File: src/rtl/shift_seq_ctrl_pkg.sv
// rtl/shift_seq_ctrl_pkg.sv - shared types and constants for the shift sequencer
// Purpose: operation and state encodings plus datapath width.
// Ports: none (package shift_seq_pkg).
// Optional feature macro used elsewhere in this slice: SHIFT_SEQ_ABORT_EN.
package shift_seq_pkg;

    localparam int XLEN_C = 32;

    typedef enum logic [1:0] {
        OP_SLL  = 2'b00,
        OP_SRL  = 2'b01,
        OP_PASS = 2'b10,
        OP_SRA  = 2'b11
    } shift_op_e;

    typedef enum logic [1:0] {
        IDLE  = 2'b00,
        SHIFT = 2'b01,
        DONE  = 2'b10
    } seq_state_e;

endpackage

File: src/rtl/shift_seq_ctrl_if.sv
// rtl/shift_seq_ctrl_if.sv - request/result bundle of the shift sequencer
// Purpose: groups the start/busy/done handshake, operands and result.
// Signals: start, op, data_in, shift_amount (requester -> sequencer);
//          busy, done, data_out (sequencer -> requester);
//          abort (requester -> sequencer, only with SHIFT_SEQ_ABORT_EN).
// Modports: master = requester side, slave = sequencer side.
interface shift_seq_ctrl_if;
    import shift_seq_pkg::*;

    logic               start;
    shift_op_e          op;
    logic [XLEN_C-1:0]  data_in;
    logic [4:0]         shift_amount;
    logic               busy;
    logic               done;
    logic [XLEN_C-1:0]  data_out;
`ifdef SHIFT_SEQ_ABORT_EN
    logic               abort;

    modport master (output start, op, data_in, shift_amount, abort,
                    input  busy, done, data_out);
    modport slave  (input  start, op, data_in, shift_amount, abort,
                    output busy, done, data_out);
`else
    modport master (output start, op, data_in, shift_amount,
                    input  busy, done, data_out);
    modport slave  (input  start, op, data_in, shift_amount,
                    output busy, done, data_out);
`endif

endinterface

File: src/rtl/shift_seq_ctrl_step.sv
// rtl/shift_seq_ctrl_step.sv - one narrow combinational shift stage
// Purpose: shifts din by 0..STEP bits; right shifts take vacated bits from fill.
// Ports: din (operand), op (shift_op_e), amt (0..STEP), fill (bit shifted in
//        on right shifts), dout (result). OP_PASS returns din unchanged.
module shift_step
    import shift_seq_pkg::*;
#(
    parameter int STEP = 4,
    localparam int AW  = $clog2(STEP + 1)
) (
    input  logic [XLEN_C-1:0] din,
    input  shift_op_e         op,
    input  logic [AW-1:0]     amt,
    input  logic              fill,
    output logic [XLEN_C-1:0] dout
);

    always_comb begin
        dout = din;
        case (op)
            OP_SLL:         dout = din << amt;
            // Vacated MSBs are exactly the bits cleared by shifting all-ones right.
            OP_SRL, OP_SRA: dout = (din >> amt) | (fill ? ~({XLEN_C{1'b1}} >> amt) : '0);
            OP_PASS:        dout = din;
        endcase
    end

endmodule

File: src/rtl/shift_seq_ctrl.sv
// rtl/shift_seq_ctrl.sv - multi-cycle SLL/SRL/SRA sequencer, STEP bits per cycle
// Purpose: accepts one request, shifts it iteratively through shift_step and
//          holds the result in data_out until the next completion.
// Ports: clk (rising edge), rst (async, active high),
//        bus (shift_seq_ctrl_if.slave: start/op/data_in/shift_amount in,
//             busy/done/data_out out, abort in when SHIFT_SEQ_ABORT_EN is defined).
// Macro: SHIFT_SEQ_ABORT_EN adds abort; abort in SHIFT returns to IDLE with no done.
module shift_seq_ctrl
    import shift_seq_pkg::*;
#(
    parameter int XLEN = 32,
    parameter int STEP = 4
) (
    input  logic             clk,
    input  logic             rst,
    shift_seq_ctrl_if.slave  bus
);

    localparam int         AW     = $clog2(STEP + 1);
    localparam logic [4:0] STEP_V = 5'(STEP);

    seq_state_e      state_q, state_d;
    logic [XLEN-1:0] work_q;
    logic [XLEN-1:0] step_out;
    logic [XLEN-1:0] data_out_q;
    shift_op_e       op_q;
    logic [4:0]      rem_q;
    logic [4:0]      k;
    logic            sign_q;
    logic            accept;
    logic            abort_req;
    logic            busy_c;
    logic            done_c;

`ifdef SHIFT_SEQ_ABORT_EN
    assign abort_req = bus.abort;
`else
    assign abort_req = 1'b0;
`endif

    // Requests are only looked at when no shift is running.
    assign accept = bus.start && (state_q == IDLE || state_q == DONE);
    assign k      = (rem_q > STEP_V) ? STEP_V : rem_q;

    shift_step #(.STEP(STEP)) u_step (
        .din  (work_q),
        .op   (op_q),
        .amt  (k[AW-1:0]),
        .fill (op_q == OP_SRA && sign_q),
        .dout (step_out)
    );

    always_ff @(posedge clk or posedge rst) begin
        if (rst) state_q <= IDLE;
        else     state_q <= state_d;
    end

    always_comb begin
        state_d = state_q;
        case (state_q)
            IDLE, DONE: begin
                if (bus.start)
                    state_d = (bus.op == OP_PASS || bus.shift_amount == 5'd0) ? DONE : SHIFT;
                else
                    state_d = IDLE;
            end
            SHIFT: begin
                if (abort_req)       state_d = IDLE;
                else if (rem_q == k) state_d = DONE;
            end
            default: state_d = IDLE;
        endcase
    end

    always_comb begin
        busy_c = 1'b0;
        done_c = 1'b0;
        case (state_q)
            SHIFT:   busy_c = 1'b1;
            DONE:    done_c = 1'b1;
            default: ;
        endcase
    end

    // data_out is loaded only on the edge that enters DONE, so it is already
    // valid during the done cycle.
    always_ff @(posedge clk or posedge rst) begin
        if (rst) begin
            work_q     <= '0;
            op_q       <= OP_SLL;
            rem_q      <= 5'd0;
            sign_q     <= 1'b0;
            data_out_q <= '0;
        end else if (accept) begin
            work_q <= bus.data_in;
            op_q   <= bus.op;
            rem_q  <= bus.shift_amount;
            sign_q <= bus.data_in[XLEN-1];
            if (state_d == DONE) data_out_q <= bus.data_in;
        end else if (state_q == SHIFT && !abort_req) begin
            work_q <= step_out;
            rem_q  <= rem_q - k;
            if (state_d == DONE) data_out_q <= step_out;
        end
    end

    assign bus.busy     = busy_c;
    assign bus.done     = done_c;
    assign bus.data_out = data_out_q;

endmodule

File: src/flat_wrapper.sv
// flat-port wrapper written by rule: the top's interface ports become plain ports
module shift_seq_ctrl_flat import shift_seq_pkg::*;
#(
    parameter int XLEN = 32,
    parameter int STEP = 4
)
  (clk, rst, bus_start, bus_op, bus_data_in, bus_shift_amount, bus_busy, bus_done, bus_data_out);
  shift_seq_ctrl_if bus_i ();
  input  logic clk;
  input  logic rst;
  input wire logic [$bits(bus_i.start)-1:0] bus_start;
  input wire logic [$bits(bus_i.op)-1:0] bus_op;
  input wire logic [$bits(bus_i.data_in)-1:0] bus_data_in;
  input wire logic [$bits(bus_i.shift_amount)-1:0] bus_shift_amount;
  output wire logic [$bits(bus_i.busy)-1:0] bus_busy;
  output wire logic [$bits(bus_i.done)-1:0] bus_done;
  output wire logic [$bits(bus_i.data_out)-1:0] bus_data_out;
  assign bus_i.start = bus_start;
  assign bus_i.op = bus_op;
  assign bus_i.data_in = bus_data_in;
  assign bus_i.shift_amount = bus_shift_amount;
  assign bus_busy = bus_i.busy;
  assign bus_done = bus_i.done;
  assign bus_data_out = bus_i.data_out;
  shift_seq_ctrl #(.XLEN(XLEN), .STEP(STEP)) u_core (.clk(clk), .rst(rst), .bus(bus_i));
endmodule
File: config.mk
export PLATFORM = sky130hd
export DESIGN_NAME = shift_seq_ctrl_flat
export DESIGN_NICKNAME = d
export VERILOG_FILES = /design/src/rtl/shift_seq_ctrl_pkg.sv /design/src/rtl/shift_seq_ctrl_if.sv /design/src/rtl/shift_seq_ctrl_step.sv /design/src/rtl/shift_seq_ctrl.sv /design/src/flat_wrapper.sv
export SDC_FILE = /design/constraint.sdc
export NUM_CORES = 1
export LEC_CHECK = 0
export CAP_MARGIN = 20
export CORE_MARGIN = 1
export CORE_UTILIZATION = 41
export CTS_BUF_LIST = sky130_fd_sc_hd__clkbuf_8
export CTS_CLUSTER_DIAMETER = 200
export CTS_CLUSTER_SIZE = 25
export DETAILED_ROUTE_END_ITERATION = 6
export GPL_TIMING_DRIVEN = 0
export SYNTH_ARGS = -nofsm -noshare
export SYNTH_HDL_FRONTEND = slang
export SYNTH_HIERARCHICAL = 1
export SYNTH_SLANG_ARGS = --single-unit
File: constraint.sdc
create_clock -name clk -period 4.25 [get_ports clk]
set_input_delay 0.85 -clock clk [delete_from_list [all_inputs] [get_ports clk]]
set_output_delay 0.85 -clock clk [all_outputs]
set_load 0.01 [all_outputs]
* After elaboration in Yosys (flattened, before gate mapping)
Index checks and enable logic that the tools add are counted.
** Word-level totals
- Output and inout port bits :: 34
- Flip-flop bits (word level) :: 74
- Logic and storage cells :: 49
- Input bits :: 42
** Operators by class
- Bitwise operators :: 2
- Eq/ne operators :: 8
- Reduce and logical (&&, ||, !) cells :: 11
- Shift operators :: 3
- $add $sub $neg :: 1
- Magnitude comparators :: 1
- Multiplexer cells :: 17
** Operators by type and width (number)
- $mux W32 :: 7
- $pmux W32 S3 :: 1
- $not A32 Y32 :: 1
- $or A32 B32 Y32 :: 1
- $shl A32 B3 Y32 :: 1
- $shr A32 B3 Y32 :: 1
- $shr A32 B3 Y32 const A :: 1
- $mux W5 :: 3
- $eq A2 B2 Y1 const B :: 5
- $mux W2 :: 3
- $eq A5 B5 Y1 :: 1
- $gt A5 B3 Y1 const B :: 1
- $logic_not A5 Y1 :: 1
- $sub A5 B5 Y5 :: 1
- $eq A2 B1 Y1 const B :: 2
- $logic_not A2 Y1 :: 2
- $pmux W2 S2 :: 1
- $reduce_or A2 Y1 :: 2
- $logic_and A1 B1 Y1 :: 2
- $logic_or A1 B1 Y1 :: 2
- $mux W1 :: 2
- $reduce_and A2 Y1 :: 1
- $reduce_bool A2 Y1 :: 1

* Longest topological paths before layout
Gate-level depths: netlist of run 1.
- Depth in word-level cells :: 10
- Mapped depth :: 12
- Gate-level depth less buffers :: 8

* By module
Netlist of run 1, hierarchy kept.
** By module, submodules not included
- shift_seq_ctrl :: times used 1, area an instance 4030.1 um^2, cells each 463
- shift_step :: times used 1, area an instance 2912.8 um^2, cells each 298

* Worst setup path before layout of run 1
Ideal clock, no wire load.
- Path type :: reg-to-reg
- Start point :: register u_core.rem_q[3]
- End point :: register u_core.data_out_q[6] (netlist: u_core/bus.data_out[6])
- Arrival :: 2.366 ns
- Required time :: 4.116 ns
- Clock period less this slack :: 2.501 ns
- Buffers on the path :: 2
- Stages on the path, launching flop included :: 10
- Path slack :: 1.749 ns
- Cells stage by stage :: dfrtp_1 nor2_1 and3_1 buf_6 buf_2 mux4_2 a221oi_1 a31oi_1 nand3_1 o211ai_1
** On the way
- Cells in the longest elaborated chain, start to end :: 10
- Elaborated cells on any way between the ends :: 17
- Those cells by class :: order compare: 1; eq/ne: 2; shift: 3; mux: 8; bitwise: 2; reduce/logical: 1
** Ends and longest elaborated chain
- from (decl) :: RTL line shift_seq_ctrl.sv:27 : logic [4:0] rem_q;
- from (signal assigned) :: RTL line shift_seq_ctrl.sv:97 : rem_q <= bus.shift_amount;
- from (signal assigned) :: RTL line shift_seq_ctrl.sv:102 : rem_q <= rem_q - k;
- $gt A5 B3 Y1 * :: RTL line shift_seq_ctrl.sv:43 : assign k = (rem_q > STEP_V) ? STEP_V : rem_q;
- $mux W5 * :: RTL line shift_seq_ctrl.sv:43
- net u_core.k[0] :: RTL line shift_seq_ctrl.sv:28 : logic [4:0] k;
- $shr A32 B3 Y32 :: RTL line shift_seq_ctrl_step.sv:23 : OP_SRL, OP_SRA: dout = (din >> amt) | (fill ? ~({XLEN_C{1'b1}} >> amt) : '0);
- $not A32 Y32 :: RTL line shift_seq_ctrl_step.sv:23
- $mux W32 :: RTL line shift_seq_ctrl_step.sv:23
- $or A32 B32 Y32 :: RTL line shift_seq_ctrl_step.sv:23
- $pmux W32 S3 * :: RTL line shift_seq_ctrl_step.sv:20 : case (op)
- net u_core.step_out[6] :: RTL line shift_seq_ctrl.sv:24 : logic [XLEN-1:0] step_out;
- $mux W32 * :: RTL line shift_seq_ctrl.sv:103 : if (state_d == DONE) data_out_q <= step_out;
- $mux W32 * :: RTL line shift_seq_ctrl.sv:100 : end else if (state_q == SHIFT && !abort_req) begin
- $mux W32 * :: RTL line shift_seq_ctrl.sv:94 : end else if (accept) begin
- to (signal assigned) :: RTL line shift_seq_ctrl.sv:99 : if (state_d == DONE) data_out_q <= bus.data_in;
- to (signal assigned) :: RTL line shift_seq_ctrl.sv:103
- to (decl) :: RTL line shift_seq_ctrl.sv:25 : logic [XLEN-1:0] data_out_q;
Mark *: on every way through the listed nets, which the timed path passes. The rest lies on a longest branch. The select of a mux whose other input is x is not followed.
A chain may end at the register's enable or synchronous reset.

* Worst setup path after layout of run 1
- Start point :: register u_core.state_q[1]
- End point :: output bus_busy
** On the way
- Cells in the longest elaborated chain, start to end :: 2
** Ends and longest elaborated chain
- from (decl) :: RTL line shift_seq_ctrl.sv:22 : seq_state_e state_q, state_d;
- from (signal assigned) :: RTL line shift_seq_ctrl.sv:55 : else state_q <= state_d;
- $eq A2 B1 Y1 :: RTL line shift_seq_ctrl.sv:78 : case (state_q)
- $mux W1 :: RTL line shift_seq_ctrl.sv:78
- to (decl) :: RTL line flat_wrapper.sv:15 : output wire logic [$bits(bus_i.busy)-1:0] bus_busy;
Every way passes these cells.

==> results of run 1 <==
==> path summary, 6_finish.rpt <==
kind,endpoint,startpoint,slack [ns]
worst max-delay path,bus_busy,u_core/state_q[1],1.00
worst min-delay path,u_core/sign_q,u_core/sign_q,0.49
worst max register to register,u_core/work_q[6],u_core/rem_q[3],1.21
worst min register to register,u_core/sign_q,u_core/sign_q,0.49
max in group asynchronous,u_core/work_q[4],rst,2.89
min in group asynchronous,u_core/bus.data_out[21],rst,0.76
==> cell usage in the layout (no fill, tap or decap), drive strengths merged, types with 3 or more instances in the layout <==
cell	count
o21a	21
clkdlybuf4s50	75
o211ai	33
a32oi	32
and3	3
o21ai	60
inv	7
nor2	44
mux2i	59
a31oi	33
buf	37
clkinv	4
nand2	121
dfrtp	74
mux2	7
a221oi	6
nand2b	4
a221o	3
o221ai	3
mux4	57
nand3	35
clkbuf	56
a21oi	9
nor2b	38
nor3	3
==> area by class of cell <==
cell class                      count  area (um2)  share of cell area, %
Buffer                             82         404                   4.92
Multi-Input combinational cell    597        4660                   56.7
Sequential cell                    74        1850                   22.5
Clock buffer                       10         138                   1.68
Tap cell                          220         275                   3.35
Clock inverter                      5        78.8                  0.959
Inverter                            8        32.5                  0.396
Timing Repair Buffer               76         778                   9.47
==> power by group through the flow <==
stage               logic [mW]  registers [mW]  clock network, mW
floorplan                 3.43            1.50                  0
global placement          4.91            1.62                  0
detailed placement        4.96            1.63                  0
CTS                       4.99            1.63              0.651
global route              5.42            1.72              0.679
finish                    5.04            1.66              0.631
==> worst min-delay path, stage by stage (launching register included) <==
cell	delay (ns)
dfrtp_1	0.36
nand2_1	0.05
nand2_1	0.06
==> through the flow <==
stage                     power, mW  area, um2
final                          7.33       8220
after global routing           7.81       8220
after CTS                      7.26       8220
after detailed placement       6.60       8000
after global placement         6.53       7970
after floorplan                4.92       6940
==> cells in the mapped netlist, drive strengths merged (2+ instances only) <==
cell / n
buf: 36
a21o: 2
nor4b: 2
dfrtp: 74
o221ai: 3
mux2: 7
nand2b: 4
a32oi: 32
nand3: 35
or2: 2
a31oi: 33
o31ai: 2
inv: 7
nand3b: 2
nor2b: 38
nor3: 3
o21ai: 60
a221oi: 6
conb: 2
o21a: 21
clkbuf: 46
nand2: 121
and3: 3
mux2i: 59
mux4: 57
nor2: 44
a221o: 3
o211ai: 33
ha: 2
or4b: 2
a21oi: 9
==> flip-flops by register name (all words and copies together) (netlist names) <==
name and flops:
u_core/bus.data_out 32, u_core/work_q 32, u_core/sign_q 1, u_core/state_q 2
u_core/rem_q 5, u_core/op_q 2
==> cells by family after synthesis <==
kind of cell	count (synthesis)	share of synthesized area, %
adder cells (fa/ha/maj)	2	0.360
flip-flops	74	26.7
other	2	0.108
AND/OR/NAND/NOR	260	17.4
multiplexers	123	28.6
AO/OA/AOI/OAI	210	20.5
buffers and inverters	90	6.25
==> layer usage <==
| metal | share of wire [%] | wire (um) | up-vias | GRT usage, % |
|---|---|---|---|---|
| met1 | 44 | 11300 | 3371 | 41.8 |
| met2 | 45 | 11500 | 343 | 45.5 |
| met4 | 3.7 | 935 | 0 | 12.7 |
| met5 | 0 | 0 | - | 0 |
| met3 | 6.8 | 1720 | 42 | 5.46 |
| li1 | - | - | 3075 | - |
==> impl_metrics.py, run 1 <==
metrics = {
    "pwr": {
        "p_sw_share_pct": 49.8,
        "p_clk_share_pct": 8.6,
        "p_switching_mw": 3.65,
        "combPwrFrac_pct": 68.8,
        "power_report.internal_total_mw": 3.68,
        "power_density_nw_per_um2": 892,
        "p_seq_share_pct": 22.6,
        "p_leak_nw": 3.16,
        "peakVddDrop_mv": 0.408,
    },
    "clock_tree": {
        "root_buffer": "clkbuf_8",
        "htree_levels": 3,
        "cts_resized": 0,
        "postCtsSetupBuffers": 0,
        "cts_sinks": 74,
        "clkLatencyLatePin_ns": 0.37,
        "clk_pin_slew_ns": 0.09,
        "ctsHoldBuffers": 0,
        "cts_tree": "yes",
        "cts_buffer_depth": 2,
        "cts_buffers": 9,
    },
    "critical_path": {
        "path_cells": "nand2b_1 -> clkinv_1 -> clkbuf_1 -> clkdlybuf4s50_1",
        "arrival_ns": 2.40,
        "critical_path_required_ns": 3.40,
        "reg2reg_depth": 10,
        "end_kind": "output pin",
        "cpPeakStageDelay_ns": 0.65,
        "crit_cells": 4,
        "crit_buf_inv": 3,
        "cp_max_fo": 10,
        "crit_type": "reg -> out",
        "critical-path-top-delay-family": "buffers and inverters",
        "worst_setup_path_start_kind": "flop",
        "cp_slowest_cell": "clkdlybuf4s50_1",
    },
    "layout": {
        "fin_nets": 892,
        "postLayoutCoreUtil_pct": 49.5,
        "fin_cells": 1072,
        "syn_to_final_growth_pct": 18.3,
        "antenna_cells": 0,
        "n_fill_cell": 1571,
        "final_layout_size_suffix_gt1_share_pct": 12.6,
    },
    "detailed_routing": {
        "avgViaCountPerCell": 6.37,
        "drtAntennaViolNets": 0,
        "first_pass_iters": 6,
        "drcViolationCount": 0,
        "routed_wl_mm": 25.4,
        "routedWlPerCell_um": 23.7,
        "drtIter0Drc": 756,
        "route.vias.total": 6831,
    },
    "yosys": {
        "ys_seq_area_share_pct": 26.7,
        "ys_types": 50,
        "syn_area_per_cell_um2": 9.12,
        "synth_top_area_share_pct": 26.7,
        "dominantRegCellSynth": "dfrtp_1",
        "ys_warn_count": 6,
        "ys_seq_elements": 74,
        "netlist.top_cell.by_area": "dfrtp_1",
        "synth_area_um2": 6940,
        "syn_nets": 805,
        "synth-edff-count": 0,
        "synth_area_leaders": "dfrtp_1 (27%), mux4_2 (16%), mux2i_1 (8.5%)",
        "async_reset_ff_share_pct": 100,
        "synthesis.instances": 761,
    },
    "sta": {
        "finalSetupViolCount": 0,
        "setup_ws_ns": 1.00,
        "post-route-period-util_pct": 76.4,
        "fin_setup_tns_ns": 0,
        "slew_viol_final": 0,
        "tightest_slew_ns": 0.882,
        "rsz0062_at_grt": "false",
        "hold_viol": 0,
        "fmax_mhz": 308,
        "relSlewSlack_pct": 41.2,
        "finClkSkew_ns": 0.0159,
        "fin_crit_ns": 3.25,
        "whs_ns": 0.492,
    },
    "global_routing": {
        "grt_use_total_pct": 29.9,
        "grt_pass1_vias": 6787,
        "grt_max_degree": 59,
        "grt_pass1_wl_mm": 40.1,
        "antenna_found_initial": 0,
        "grt_remaining_overflow": 0,
    },
    "floorplan": {
        "initial_utilization_pct": 41.9,
        "row_count": 47,
        "die_x_um": 132,
        "die_area_um2": 17500,
        "core-area_um2": 16600,
        "die-height_um": 132,
        "ios": 76,
    },
    "job": {
        "drv_cap": 0,
    },
    "placed_design": {
        "portBuffers": 75,
        "place_inst": 1057,
        "gp_congestion": 0.927,
        "place_worst_setup_slack_ns": 1.27,
        "hpwl_mm": 18.8,
    },
    "min_path": {
        "holdPathStages": 2,
        "hp-class": "reg -> reg",
    },
    "status": {
        "status": "complete, no violations",
    },
}
No activity file was read; power rests on OpenSTA's default activity.
==> run 2, diff against run 1 <==
- clock period: 4.25 -> 3.1 ns (I/O delays scaled with it)
==> run 2 against run 1 <==
Non-clock buffer count is the same. Cell count unchanged. Power is 37% higher. Clock-buffer cell count unchanged. Critical path type is now reg -> reg. Largest power group unchanged.
==> impl_metrics.py, run 2 (synthesis results as in run 1) <==
metrics = {
    "placed_design": {
        "hpwl_mm": 18.8,
        "place_inst": 1057,
        "portBuffers": 75,
        "gp_congestion": 0.927,
        "place_worst_setup_slack_ns": 0.120,
    },
    "floorplan": {
        "core-area_um2": 16600,
        "initial_utilization_pct": 41.9,
        "row_count": 47,
        "die_x_um": 132,
        "die_area_um2": 17500,
        "die-height_um": 132,
        "ios": 76,
    },
    "critical_path": {
        "critical-path-top-delay-family": "multiplexers",
        "crit_type": "reg -> reg",
        "critical_path_required_ns": 3.35,
        "reg2reg_slack_ns": 0.18,
        "arrival_ns": 3.17,
        "end_kind": "flop",
        "cp_max_fo": 10,
        "worst_setup_path_start_kind": "flop",
        "path_cells": "nor2_1 -> and3_1 -> buf_6 -> buf_4 -> mux4_2 -> mux2i_1 -> o21ai_0 -> o21a_1 -> nand3_1 -> o211ai_1",
        "r2r_end": "u_core/bus.data_out[18]",
        "cp_slowest_cell": "mux4_2",
        "cpPeakStageDelay_ns": 0.57,
        "r2r_start": "u_core/rem_q[3]",
        "crit_buf_inv": 2,
        "worstSetupStartpoint": "u_core/rem_q[3]",
        "reg2reg_depth": 10,
    },
    "sta": {
        "finClkSkew_ns": 0.0167,
        "relSlewSlack_pct": 42.2,
        "tightest_slew_ns": 0.867,
        "slew_viol_final": 0,
        "setup_ws_ns": 0.184,
        "whs_ns": 0.493,
        "finalSetupViolCount": 0,
        "rsz0062_at_grt": "false",
        "hold_viol": 0,
        "post-route-period-util_pct": 94.1,
        "fmax_mhz": 343,
        "fin_crit_ns": 2.92,
    },
    "global_routing": {
        "grt_pass1_vias": 6787,
        "grt_pass1_wl_mm": 40.1,
        "antenna_found_initial": 0,
        "grt_remaining_overflow": 0,
        "grt_max_degree": 59,
        "grt_use_total_pct": 29.9,
    },
    "layout": {
        "fin_cells": 1072,
        "layout_commonest_cell": "nand2_1",
        "layout_common_cells": "nand2_1 (121), clkdlybuf4s50_1 (75), dfrtp_1 (74), mux2i_1 (59), mux4_2 (48)",
        "postLayoutCoreUtil_pct": 49.6,
        "n_fill_cell": 1571,
        "final_layout_size_suffix_gt1_share_pct": 12.9,
        "syn_to_final_growth_pct": 18.5,
        "fin_nets": 892,
        "antenna_cells": 0,
    },
    "min_path": {
        "hold_start": "u_core/sign_q",
        "hp-class": "reg -> reg",
        "min_to": "u_core/sign_q",
        "holdPathStages": 2,
    },
    "clock_tree": {
        "clk_pin_slew_ns": 0.09,
        "cts_sinks": 74,
        "cts_buffer_depth": 2,
        "clkLatencyLatePin_ns": 0.38,
        "root_buffer": "clkbuf_8",
        "cts_resized": 0,
        "cts_tree": "yes",
        "postCtsSetupBuffers": 0,
        "ctsHoldBuffers": 0,
        "cts_buffers": 9,
        "htree_levels": 3,
    },
    "pwr": {
        "p_clk_share_pct": 8.6,
        "combPwrFrac_pct": 68.9,
        "power_report.internal_total_mw": 5.06,
        "peakVddDrop_mv": 0.558,
        "total_power_mw": 10.0,
        "power_density_nw_per_um2": 1220,
        "p_seq_share_pct": 22.5,
        "p_switching_mw": 4.99,
        "p_sw_share_pct": 49.7,
        "p_leak_nw": 3.17,
    },
    "detailed_routing": {
        "drcViolationCount": 0,
        "wl_met1_mm": 11.2,
        "avgViaCountPerCell": 6.31,
        "top_layer": "met4",
        "drtAntennaViolNets": 0,
        "route.met2.wl_mm": 11.5,
        "wl_met3_mm": 1.76,
        "routed_wl_mm": 25.3,
        "routedWlPerCell_um": 23.6,
        "first_pass_iters": 5,
        "route.vias.total": 6762,
        "drtIter0Drc": 764,
    },
    "status": {
        "status": "complete, no violations",
    },
    "job": {
        "drv_cap": 0,
    },
}
[run 2: changes by cell type in the layout (fill, tap and decap cells not counted)]
cell and delta:
buf_2 -3, clkbuf_2 +3, clkbuf_1 -3, clkbuf_4 +3
[run 2: layout make-up]
cell class	count	area, um2	share of cell area, %
Buffer	82	415	5.05
Clock buffer	10	138	1.67
Clock inverter	5	78.8	0.958
Inverter	8	32.5	0.395
Multi-Input combinational cell	597	4660	56.6
Sequential cell	74	1850	22.5
Tap cell	220	275	3.35
Timing Repair Buffer	76	778	9.46
[run 2: how the worst max path moves through the flow]
stage          cells after the start                 endpoint
6_report                          10  u_core/bus.data_out[18]
5_1_grt                           12         u_core/work_q[6]
4_1_cts                            4                 bus_busy
3_5_place_dp                      10   u_core/bus.data_out[6]
3_3_place_gp                       2   u_core/bus.data_out[8]
2_1_floorplan                      1   u_core/bus.data_out[0]
[run 2: worst min-delay path, stage by stage (launching register included)]
cell and delay [ns]:
dfrtp_1 0.36, nand2_1 0.05, nand2_1 0.06
[run 2: power by group through the flow]
stage | Combinational, mW | Clock, mW | Sequential, mW
6_report | 6.92 | 0.868 | 2.26
3_3_place_gp | 6.74 | 0 | 2.22
4_1_cts | 6.84 | 0.892 | 2.23
3_5_place_dp | 6.80 | 0 | 2.24
2_1_floorplan | 4.70 | 0 | 2.05
5_1_grt | 7.44 | 0.931 | 2.35
[run 2: routing by layer]
metal	vias to the layer above	global-route usage [%]
met3	39	5.46
met5	-	0
li1	3069	-
met2	306	45.5
met4	0	12.7
met1	3348	41.8
[run 2: through the flow]
stage | instance area, um2 | setup TNS [ns]
finish | 8230 | 0
global route | 8230 | 0
CTS | 8220 | 0
detailed placement | 8000 | 0
global placement | 7970 | -57.45
floorplan | 6940 | 0
